### src/rtl/pc_adder_arbiter.sv
// pc_adder_arbiter: two requesters share one word-address ripple adder.
// A round-robin arbiter grants one operand pair per cycle. The registered
// sum, carry-out and requester ID sit in a one-entry output buffer that the
// consumer drains with valid/ready.
//
// Handshake rules:
//   - Requester side: a transfer happens at the rising edge where reqN_i and
//     gntN_o are both high. A requester keeps reqN_i, aN_i and bN_i stable
//     until it sees its grant. Operands are not latched before the grant.
//   - Consumer side: a result is consumed at the rising edge where out_valid_o
//     and out_ready_i are both high. While out_valid_o=1 and out_ready_i=0 the
//     buffered result stays stable and no grant is issued.
module pc_adder_arbiter #(
   parameter int WIDTH = 30
) (
   input  logic             clk_i,
   input  logic             reset_i,
   input  logic             req0_i,
   input  logic [WIDTH-1:0] a0_i,
   input  logic [WIDTH-1:0] b0_i,
   output logic             gnt0_o,
   input  logic             req1_i,
   input  logic [WIDTH-1:0] a1_i,
   input  logic [WIDTH-1:0] b1_i,
   output logic             gnt1_o,
   output logic             out_valid_o,
   input  logic             out_ready_i,
   output logic             out_id_o,
   output logic [WIDTH-1:0] out_sum_o,
   output logic             out_cout_o,
   output logic             state_o
);

   typedef enum logic {
      EMPTY = 1'b0,
      FULL  = 1'b1
   } buf_state_e;

   buf_state_e       state_q;
   logic             last_id_q;
   logic             out_id_q;
   logic [WIDTH-1:0] out_sum_q;
   logic             out_cout_q;

   logic             slot_free;
   logic             pick1;
   logic             gnt0_d;
   logic             gnt1_d;
   logic             any_gnt;
   logic [WIDTH-1:0] op_a;
   logic [WIDTH-1:0] op_b;
   logic [WIDTH-1:0] sum_d;
   logic             cout_d;

   // Round-robin grant: requester 1 wins when alone, or in contention when
   // requester 0 was served last. Nothing is granted in reset or when the
   // buffer cannot take a new result this edge.
   always_comb begin
      slot_free = (state_q == EMPTY) || out_ready_i;
      pick1     = req1_i && (!req0_i || (last_id_q == 1'b0));
      gnt1_d    = !reset_i && slot_free && pick1;
      gnt0_d    = !reset_i && slot_free && req0_i && !pick1;
      any_gnt   = gnt0_d || gnt1_d;
   end

   // Operand mux: only the granted requester reaches the adder.
   always_comb begin
      op_a = '0;
      op_b = '0;
      if (gnt1_d) begin
         op_a = a1_i;
         op_b = b1_i;
      end else if (gnt0_d) begin
         op_a = a0_i;
         op_b = b0_i;
      end
   end

   // Ripple-carry adder, carry-in tied to 0; the final carry is the wrap flag.
   always_comb begin : ripple_adder
      logic c;
      c     = 1'b0;
      sum_d = '0;
      for (int i = 0; i < WIDTH; i++) begin
         sum_d[i] = op_a[i] ^ op_b[i] ^ c;
         c        = (op_a[i] & op_b[i]) | (op_a[i] & c) | (op_b[i] & c);
      end
      cout_d = c;
   end

   // Output buffer FSM plus arbitration history. A grant always loads the
   // buffer, even in FULL with out_ready_i high, so back-to-back results
   // flow with no bubble.
   always_ff @(posedge clk_i) begin
      if (reset_i) begin
         state_q    <= EMPTY;
         last_id_q  <= 1'b1;
         out_id_q   <= 1'b0;
         out_sum_q  <= '0;
         out_cout_q <= 1'b0;
      end else begin
         case (state_q)
            EMPTY: begin
               if (any_gnt) begin
                  state_q <= FULL;
               end
            end
            FULL: begin
               if (any_gnt) begin
                  state_q <= FULL;
               end else if (out_ready_i) begin
                  state_q <= EMPTY;
               end
            end
            default: state_q <= EMPTY;
         endcase
         if (any_gnt) begin
            last_id_q  <= gnt1_d;
            out_id_q   <= gnt1_d;
            out_sum_q  <= sum_d;
            out_cout_q <= cout_d;
         end
      end
   end

   assign gnt0_o      = gnt0_d;
   assign gnt1_o      = gnt1_d;
   assign out_valid_o = (state_q == FULL);
   assign out_id_o    = out_id_q;
   assign out_sum_o   = out_sum_q;
   assign out_cout_o  = out_cout_q;
   assign state_o     = state_q;

endmodule
### config.mk
export PLATFORM = sky130hd
export DESIGN_NAME = pc_adder_arbiter
export DESIGN_NICKNAME = d
export VERILOG_FILES = /design/src/rtl/pc_adder_arbiter.sv
export SDC_FILE = /design/constraint.sdc
export NUM_CORES = 1
export LEC_CHECK = 0
export ABC_AREA = 1
export CAP_MARGIN = 20
export CORE_UTILIZATION = 35
export DETAILED_ROUTE_END_ITERATION = 7
export MAX_ROUTING_LAYER = met4
export PLACE_DENSITY = 0.85
export RECOVER_POWER = 100
export SYNTH_ARGS = -nofsm -noshare
export SYNTH_HDL_FRONTEND = slang
export SYNTH_SLANG_ARGS = --single-unit
### constraint.sdc
create_clock -name clk_i -period 15.7 [get_ports clk_i]
set_input_delay 2.355 -clock clk_i [delete_from_list [all_inputs] [get_ports clk_i]]
set_output_delay 2.355 -clock clk_i [all_outputs]
set_load 0.02 [all_outputs]
After elaboration in Yosys (flattened, before gate mapping)
Cells that the tools add are included.
Storage, ports and cells
  register bits: 34
  input port bits: 125
  output and inout port bits: 36
  word-level logic and storage cells: 231
Cells by class
  multiplexer cells: 8
  bitwise logic cells: 207
  reductions and logical operators: 11
Operators by type and width (number)
  30-bit two-way mux: 4
  1-bit bitwise AND: 88
  1-bit XOR: 59
  1-bit bitwise OR: 58
  1-bit logical AND: 5
  1-bit zero test: 3
  1-bit logical OR: 3
  1-bit two-way mux: 3
  1-bit NOT: 2
  1-bit case mux with 2 select lines: 1

Longest topological paths before layout
  word-level depth: 95
  mapped depth: 43
  mapped depth without buffers: 43

Least setup slack after synthesis
No wires, ideal clock.
  path type: input to register
  from: input out_ready_i
  to: register out_sum_q[29], in the netlist out_sum_o[29]
  setup time: 0.064 ns
  arrival: 16.201 ns
  required time: 15.636 ns
  slack: -0.565 ns
  stages: 43
  path buffers: 1
  path through: inv_1 > nand2_1 > nand2_1 > nor2_2 > buf_4 > nand2_1 > nand2_1 > ha_1 > fa_1 > inv_1 > fa_1 > inv_1 > fa_1 > fa_1 > fa_1 > fa_1 > fa_1 > fa_1 > [7 not listed] > fa_1 > fa_1 > fa_1 > fa_1 > fa_1 > fa_1 > fa_1 > fa_1 > fa_1 > fa_1 > fa_1 > fa_1 > fa_1 > inv_1 > fa_1 > nand2_1 > nand2_1 > nor2_1
On the way
  cells in the longest elaborated chain, start to end: 92
  elaborated cells on any way between the ends: 153
  classes of those cells: mux: 4; bitwise: 143; reduce/logical: 6
RTL lines
  start, declared: RTL line 27  | input logic out_ready_i,
  1-bit logical OR (*): RTL line 59  | slot_free = (state_q == EMPTY) || out_ready_i;
  1-bit logical AND (*): RTL line 61, 62
  1-bit logical AND (2 in series): RTL line 62  | gnt0_d = !reset_i && slot_free && req0_i && !pick1;
  30-bit two-way mux: RTL line 73  | end else if (gnt0_d) begin
  30-bit two-way mux: RTL line 70  | if (gnt1_d) begin
  1-bit bitwise AND (2 in series): RTL line 86  | c = (op_a[i] & op_b[i]) | (op_a[i] & c) | (op_b[i] & c);
  1-bit bitwise OR (2 in series): RTL line 86
  1-bit bitwise AND: RTL line 86
  [69 not listed]
  1-bit bitwise OR (2 in series): RTL line 86
  1-bit bitwise AND: RTL line 86
  1-bit bitwise OR (2 in series): RTL line 86
  1-bit bitwise AND: RTL line 86
  1-bit bitwise OR (2 in series): RTL line 86
  1-bit bitwise AND: RTL line 86
  1-bit bitwise OR (2 in series): RTL line 86
  1-bit XOR: RTL line 85  | sum_d[i] = op_a[i] ^ op_b[i] ^ c;
  end signal, assigned: RTL line 120  | out_sum_q <= sum_d;
  end, declared: RTL line 42  | logic [WIDTH-1:0] out_sum_q;
Every way passes the cells marked *; elsewhere a longest branch is shown, timed or not.
A chain may end at the register's enable or synchronous reset.

Worst setup path in the final report
Ends and elaborated chain as after synthesis.

==> flow_metrics.py <==
metrics = {
    "floorplan": {
        "dieArea_sq_mm": 0.008227,
        "io_pins": 161,
        "core_area_sq_mm": 0.007447,
        "die_w_microns": 90.71,
        "start_util": 0.3698,
        "die_h_microns": 90.71,
        "row_count": 31,
    },
    "power": {
        "vdd_ir_drop_max_v": 0.00003223,
        "powerDensity_mw_per_mm2": 59.23,
        "power.leakage_uw": 0.002238,
    },
    "global_route": {
        "grt-ovfl-total": 0,
        "grt_max_degree": 63,
        "antenna_found_initial": 0,
        "busiest_layer": "met2",
        "grtUsageMet3": 0.02946,
        "met2_usage": 0.4053,
        "use_met1": 0.2546,
        "grt_pass1_wl_microns": 13980,
        "grt_use_total": 0.2241,
        "grt_pass1_vias": 2952,
    },
    "drt": {
        "wl_per_cell_microns": 12.59,
        "ant_nets": 0,
        "via_per_inst": 4.380,
        "vias": 3035,
        "drtIter0Drc": 133,
        "drc": 0,
        "drt_pass1_iterations": 4,
        "wirelength_microns": 8723,
    },
    "critical_path": {
        "critPathLaunchType": "input port",
        "critPathBufInv": 6,
        "crit_family": "adder cells",
        "arrival_ns": 15.47,
        "cpMaxStageDelayCell": "clkdlybuf4s50_1",
        "max_stage_delay_ns": 0.45,
        "crit_fanout": 4,
        "crit_type": "input port to register",
        "cp-end-kind": "register",
        "crit_top_cell": "fa_2",
        "critPathRequiredTime_ns": 15.91,
    },
    "clocking": {
        "cts_buffers": 5,
        "cts_buffer_depth": 2,
        "clk_latency_ns": 0.28,
        "cts_hold_buffers": 0,
        "cts_tree": "built",
        "cts.clk_slew.worst_paths_ns": 0.06,
        "cts_root_buf": "clkbuf_8",
        "cts_max_level": 2,
        "clkSinkCount": 34,
    },
    "sta": {
        "clock_skew_ns": 0.004634,
        "finalMaxSlewViolations": 0,
        "period_share": 0.9719,
        "min_period_ns": 15.26,
        "hold_viol": 0,
        "worst_pin_slew_ns": 1.448,
        "fmax_mhz": 65.54,
        "setup_violations": 0,
        "slew_headroom": 0.03450,
        "setup_ws_ns": 0.4416,
        "rsz0062_at_grt": "false",
    },
    "final_layout": {
        "final_cell_count_no_fill": 693,
        "finalInstanceArea_sq_mm": 0.004606,
        "drive_gt1_frac": 0.08249,
        "areaGrowthSynthToFinish_pct": 67.24,
        "antenna_cells": 0,
        "finalNetCount": 750,
    },
    "synth": {
        "syn_area_sq_mm": 0.002754,
        "synthCells": 437,
        "syn_avg_cell_area_sq_um": 6.302,
        "ys_seq_area_frac": 0.2472,
        "syn_nets": 592,
        "synth_cell_types": 16,
        "ys_ff_latch": 34,
        "ys_warn_count": 0,
    },
    "placed_design": {
        "dp.final_hpwl_microns": 7205,
        "portBuffers": 160,
        "dp.cells": 684,
        "place_congestion": 0.9090,
        "place_ws_ns": -0.9598,
        "place_area_sq_mm": 0.004473,
    },
    "outcome": {
        "status": "finished, final reports clean",
    },
    "run": {
        "cap_violations": 0,
    },
    "min_path": {
        "hp-class": "register to register",
    },
}
==> per-layer routing <==
metal,routed length [microns],vias up
li1,-,1581
met1,3454,1345
met2,4741,97
met3,350,12
met4,176,0
met5,0,-
==> worst paths after layout <==
| kind | startpoint | end | slack (ns) | depth (start not counted) |
|---|---|---|---|---|
| setup / recovery | out_ready_i | out_sum_o[29] | 0.44 | 44 |
| hold / removal | out_sum_o[8] | out_sum_o[8] | 0.47 | 2 |
| setup reg to reg | out_valid_o | out_sum_o[29] | 2.66 | 42 |
| hold reg to reg | out_sum_o[8] | out_sum_o[8] | 0.47 | 2 |
==> placed cells by master, fill, tap and decap left out <==
master / n
clkbuf_1: 2
a21oi_1: 3
fa_2: 25
o21ai_0: 1
fa_1: 4
inv_1: 35
buf_4: 10
inv_2: 2
nand2_1: 238
nor2_4: 2
a21boi_0: 4
dfxtp_1: 34
dlygate4sd3_1: 34
a21oi_4: 1
clkbuf_8: 6
nor2_1: 62
clkdlybuf4s50_1: 126
ha_1: 1
nand3_1: 1
clkbuf_4: 1
nand2_2: 2
==> report_power, final <==
| group | switching [uW] | internal (uW) |
|---|---|---|
| sequential | 3.79 | 94.0 |
| clock | 28.8 | 33.8 |
| combinational | 54.9 | 57.5 |
==> sequential cells by signal, indices dropped and copies added (netlist names) <==
signal	flops
out_id_o	1
out_valid_o	1
out_cout_o	1
last_id_q	1
out_sum_o	30
==> synth_stat cells <==
cell type / count / share of area
a21oi_4: 1 / 0.0059
buf_4: 7 / 0.019
nor2_1: 62 / 0.085
a21oi_1: 3 / 0.0055
nor2_2: 2 / 0.0045
fa_1: 29 / 0.21
inv_2: 2 / 0.0027
inv_1: 35 / 0.048
a21boi_0: 4 / 0.011
o21ai_0: 1 / 0.0018
dfxtp_1: 34 / 0.25
buf_2: 12 / 0.022
nand3_1: 1 / 0.0018
buf_1: 3 / 0.0041
nand2_1: 240 / 0.33
ha_1: 1 / 0.0045
==> per-stage QoR <==
| step | setup TNS, ns | power, uW | util | hold slack, ns |
|---|---|---|---|---|
| after CTS | 0 | 276.5 | 0.6158 | 0.4839 |
| after floorplan | 0 | 154.5 | - | 0.4287 |
| after detailed placement | -2.592 | 213.3 | 0.6006 | 0.4690 |
| final | 0 | 272.8 | 0.6184 | 0.4706 |
| after global routing | 0 | 292.2 | 0.6184 | 0.5060 |
| after global placement | -1.381 | 210.5 | 0.6006 | 0.4617 |
==> worst min-delay path: stages, from the launching register on <==
cell     delay, ns
dfxtp_1       0.32
nor2_1        0.04
nor2_1        0.08
==> timing repair <==
item	in CTS	in global routing
resized for setup	12	2
pin swaps	1	5
endpoints found under the setup margin	3	3
setup buffers	0	3
==> final cells by class <==
cell class | instances | area (sq um)
flip-flops and latches | 34 | 680.7
inverters | 37 | 138.9
repair buffers | 173 | 1692
multi-input cells | 344 | 1888
fillers | 647 | 2841
clock buffers | 6 | 82.58
well taps | 99 | 123.9
==> cells by family (layout without fill, tap and decap cells) <==
| family | count (synthesis) | count (layout) | synth area share |
|---|---|---|---|
| and+or+nand+nor | 305 | 305 | 0.4180 |
| buffers and inverters | 59 | 216 | 0.09541 |
| AOI/OAI and AO/OA | 9 | 9 | 0.02408 |
| adders and majority gates | 30 | 30 | 0.2154 |
| DFF | 34 | 34 | 0.2472 |
Power figures use the tool's default switching activity.
==> variant 1, RTL diff (same flow settings) <==
`WIDTH`: 30 -> 15.
--- a/src/rtl/pc_adder_arbiter.sv
+++ b/src/rtl/pc_adder_arbiter.sv
@@ -11,7 +11,7 @@
 //     and out_ready_i are both high. While out_valid_o=1 and out_ready_i=0 the
 //     buffered result stays stable and no grant is issued.
 module pc_adder_arbiter #(
-   parameter int WIDTH = 30
+   parameter int WIDTH = 15
 ) (
    input  logic             clk_i,
    input  logic             reset_i,
Ports: changed (5 resized); port bits go from 161 to 86. The function was not compared with the original's and may differ.
==> variant 1 against the original RTL <==
The flow now finishes with violations (max-capacitance violations, max-slew violations); worst hold slack better by 10 ps; combinational power is 50% lower; sequential power is 44% lower; count of clock-buffer cells in the layout is 3 lower; routed wire length is 56% lower; first-iteration DRC count is 49% lower; design area is 48% lower; total power is 47% lower; synthesized cell count is 47% lower; via count is 49% lower; setup slack better by 3800 ps; critical path depth is 16 lower; synthesized area is 45% lower; sequential cell count is 15 lower; critical path type unchanged; critical endpoint is now out_sum_o[14]; highest routed layer unchanged.
==> variant 1: results (changes against the original RTL) <==
* WL met2 at 2028 um (-57%)
* Maxcap violations at 2 (+2)
* Clock Path Buffers at 2 (unchanged)
* H-tree depth at 1 (-1)
* Post-CTS Repair Setup Buffers at 0 (unchanged)
* Run status: finished with violations
* Placer Congestion at 0.7198 (-21%)
* Cts bufs inserted at 3 (-2)
* Leakage at 1.188 nW (-47%)
* Grt met3 use at 0.006757 (-0.02270)
* Ys flop type: dfxtp_1
* DR WL met3 at 187 um (-47%)
* ANT cells at 0 (unchanged)
* Synth top cells by count: nand2_1 (118), nor2_1 (32), inv_1 (20)
* Critical-path top delay cell: nor2_1
* Vias per Instance at 4.336 (-0.99%)
* Register area share after synthesis at 0.2525 (+0.005331)
* Vias in the first global route at 1455 (-51%)
* Mapped cell area at 1506 um^2 (-45%)
* Final Slew Violations at 67 (+67)
* Final HPWL DP at 3219 um (-55%)
* DRT Pass-1 Iters at 5 (+1)
* Largest fanout on the critical path at 32 (+28)
* DRT antenna net count at 0 (unchanged)
* Worst min-delay path class: flop to flop
* Met1 usage at 0.1973 (-0.05726)
* Quantity of gates resized following cts at 0 (-12)
* Largest net degree at the start of global routing at 34 (-46%)
* Post-Route M1 WL at 1584 um (-54%)
* DRC marker count from the first detailed-route iteration at 68 (-49%)
* Failing checks: max-capacitance violations, max-slew violations
* Setup Skew at 2.909 ps (-1.725 ps)
* Final layout net count at 391 (-48%)
* Initial antenna violation count at 0 (unchanged)
* Library cells used by synthesis at 20 (+4)
* Port-buffer cells at 85 (-47%)
* Crit path launch: reset_i
* First-pass GRT wire length at 6016 um (-57%)
* Clock-pin slew on the worst setup and hold paths at 70 ps
* Mapped Nets at 311 (-47%)
* Critical Path AT at 11700 ps (-3770 ps)
* Worst-Skew Late Latency at 260 ps (-20 ps)
* Worst hold start: out_sum_o[13]
* Max stage delay on crit path at 1300 ps (+850 ps)
* Slew HR at -0.4459 (-0.4804)
* Worst VDD drop at 0.00003224 V (about the same)
* Share of layout cells above drive strength 1 at 0.02258 (-0.05991)
* Max reg flops at 15 (-50%)
* Synth warn at 0 (unchanged)
* Wire per inst at 10.77 um (-14%)
* Routing usage on met2 at 0.3416 (-0.06372)
* Count leader, synth: nand2_1
* Top cells by area, synth: nand2_1 (29%), dfxtp_1 (25%), fa_1 (19%)
* GRT Overall Usage at 0.1822 (-0.04190)
* Reg-to-Reg Start: out_valid_o
variant 1: cell types whose count changed after synthesis, moves of 10 or more:
cell,before,now
fa_1,29,14
inv_1,35,20
buf_2,12,2
nor2_1,62,32
dfxtp_1,34,19
nand2_1,240,118
variant 1: final timing paths:
path | end | slack (ps) | cells past startpoint
worst min-delay path | out_sum_o[13] | 480 | 2
worst max register to register | out_sum_o[14] | 6900 | 27
worst max-delay path | out_sum_o[14] | 4200 | 28
worst min register to register | out_sum_o[13] | 480 | 2
variant 1: layout make-up:
type	instances	area, um^2
multi-input combinational	179	940.9
timing repair buffer	86	862.1
clock inverter	1	5.005
sequential	19	380.4
inverter	22	82.58
tap	50	62.56
clock buffer	3	41.29
fill	399	1683
variant 1: where the power goes:
part / leakage [nW] / internal [mW] / switching [mW]
combinational: 1.01 / 0.0293 / 0.0268
sequential: 0.157 / 0.0524 / 0.00219
clock: 0.0255 / 0.0177 / 0.0167
variant 1: kinds of logic after synthesis:
group,Yosys count,share of synthesized area
flip-flops,19,0.2525
AO/OA/AOI/OAI,9,0.04402
AND/OR/NAND/NOR,155,0.4003
buffers and inverters,33,0.1088
adder cells (fa/ha/maj),15,0.1944
variant 1: stage by stage:
stage	cell area [um^2]	setup slack (ps)	power (mW)	util	std cells
CTS	2385	5322	0.1477	0.5877	359
floorplan	1506	6488	0.08582	-	231
finish	2375	4200	0.1451	0.5853	360
detailed placement	2338	5052	0.1143	0.5763	355
global placement	2338	5277	0.1127	0.5763	355
global route	2375	3465	0.1538	0.5853	360
variant 1: worst max-delay path, delay by kind of cell:
kind	cells	cell delay [ps]
adder cells (fa/ha/maj)	15	6020
AND/OR/NAND/NOR	6	1770
buffers and inverters	6	1470
AO/OA/AOI/OAI	1	70
==> variant 2, RTL diff (same flow settings) <==
Without the edit above. Reset style: asynchronous (`reset_i`), changed in one clocked block.
--- a/src/rtl/pc_adder_arbiter.sv
+++ b/src/rtl/pc_adder_arbiter.sv
@@ -91,7 +91,7 @@
    // Output buffer FSM plus arbitration history. A grant always loads the
    // buffer, even in FULL with out_ready_i high, so back-to-back results
    // flow with no bubble.
-   always_ff @(posedge clk_i) begin
+   always_ff @(posedge clk_i or posedge reset_i) begin
       if (reset_i) begin
          state_q    <= EMPTY;
          last_id_q  <= 1'b1;
Check against the original RTL: differs if reset_i is asserted again (counterexample within 4 cycles, from zero or initial values and one cycle with reset_i high); with reset_i held inactive, the same outputs for 10 cycles.
==> variant 2 against the original RTL <==
Clock power is 2% lower; maximum frequency hardly changed; synthesized cell count is 11% lower; routed wire length is 2.1% lower; sequential cell count stayed put; the flow now finishes with violations (max-capacitance violations, max-slew violations); setup slack better by 8.9 ps; total power is 22% higher; synthesized area is 0.45% higher; design area is 0.60% higher.
==> variant 2: results (changes against the original RTL) <==
* Largest net degree at the start of global routing at 36 (-43%)
* Leakage at 2.387 nW (+6.7%)
* Run status: finished with violations
* Worst hold start: out_sum_o[14]
* Reg-to-reg setup timing slack at 2570 ps (-90 ps)
* Clock buf/inv share at 0.01728 (-0.0006466)
* Final Slew Violations at 15 (+15)
* Max stage delay on crit path at 470 ps (+20 ps)
* Mapped Avg Cell Area at 7.075 um^2 (+12%)
* Post-CTS Repair Setup Buffers at 1 (+1)
* Sequential portion of the cell area at 0.1839 (+0.03612)
* Reg-to-Reg End: out_sum_o[29]
* Post-Synth Adder-Cell Area at 0.2144 (-0.0009740)
* Final HPWL DP at 7183 um (-0.31%)
* Library cells used by synthesis at 19 (+3)
* CLK BUF at 8 (+2)
* Fraction of area in multi-input gates at 0.3878 (-0.02215)
* Synth top cells by count: nand2_1 (272), dfrtp_1 (33), fa_1 (29)
* Ys flop type: dfrtp_1
* Share of layout cells above drive strength 1 at 0.08993 (+0.007436)
* Critical Path AT at 15460 ps (about the same)
* Failing checks: max-capacitance violations, max-slew violations
* Vias in the first global route at 3118 (+5.6%)
* R2R depth at 41 (-2.4%)
* Quantity of gates resized following cts at 2 (-10)
* Maxcap violations at 1 (+1)
* Top cells by area, synth: nand2_1 (37%), dfrtp_1 (30%), fa_1 (21%)
* First-pass GRT wire length at 14190 um (+1.5%)
* Worst-Margin Slew at 1610 ps (+161.7 ps)
* Post-place setup slack at -422.2 ps (+537.5 ps)
* DRT Pass-1 Iters at 6 (+2)
-- variant 2: worst max path at each step --
stage                      from  slack [ps]            end  depth (start not counted)
finish                   req0_i         450  out_sum_o[29]                         42
global route        out_ready_i           7  out_sum_o[29]                         45
CTS                      req1_i          10  out_sum_o[29]                         42
detailed placement      reset_i        -420  out_sum_o[29]                         44
global placement        reset_i        -200  out_sum_o[29]                         44
floorplan               reset_i          40  out_sum_o[29]                         44
-- variant 2: per-layer routing --
layer | up-vias | part of all wire | global-route usage
met5 | - | 0 | -
met4 | 0 | 0.033 | 0.08730
met2 | 116 | 0.53 | 0.4135
li1 | 1476 | - | -
met1 | 1346 | 0.39 | 0.2427
met3 | 20 | 0.050 | 0.03872
-- variant 2: logic make-up after synthesis --
logic type / count (synthesis)
buffers and inverters: 39
AND/OR/NAND/NOR: 284
adder cells (fa/ha/maj): 30
AO/OA/AOI/OAI: 4
flip-flops: 34
-- variant 2: power by group through the flow --
stage	clock network, mW	logic [mW]	registers (mW)
final	0.0612	0.155	0.117
after global routing	0.0665	0.170	0.120
after CTS	0.0633	0.165	0.119
after detailed placement	0	0.164	0.120
after global placement	0	0.160	0.119
after floorplan	0	0.0522	0.143
-- variant 2: stage by stage --
| stage | area, um^2 | TNS [ps] | hold WS (ps) | power (mW) |
|---|---|---|---|---|
| after detailed placement | 4563 | -625.0 | 457.7 | 0.2846 |
| after CTS | 4652 | 0 | 474.1 | 0.3472 |
| after floorplan | 2835 | 0 | 472.2 | 0.1948 |
| after global routing | 4633 | 0 | 482.5 | 0.3565 |
| after global placement | 4563 | -199.7 | 455.1 | 0.2794 |
| final | 4633 | 0 | 466.2 | 0.3340 |
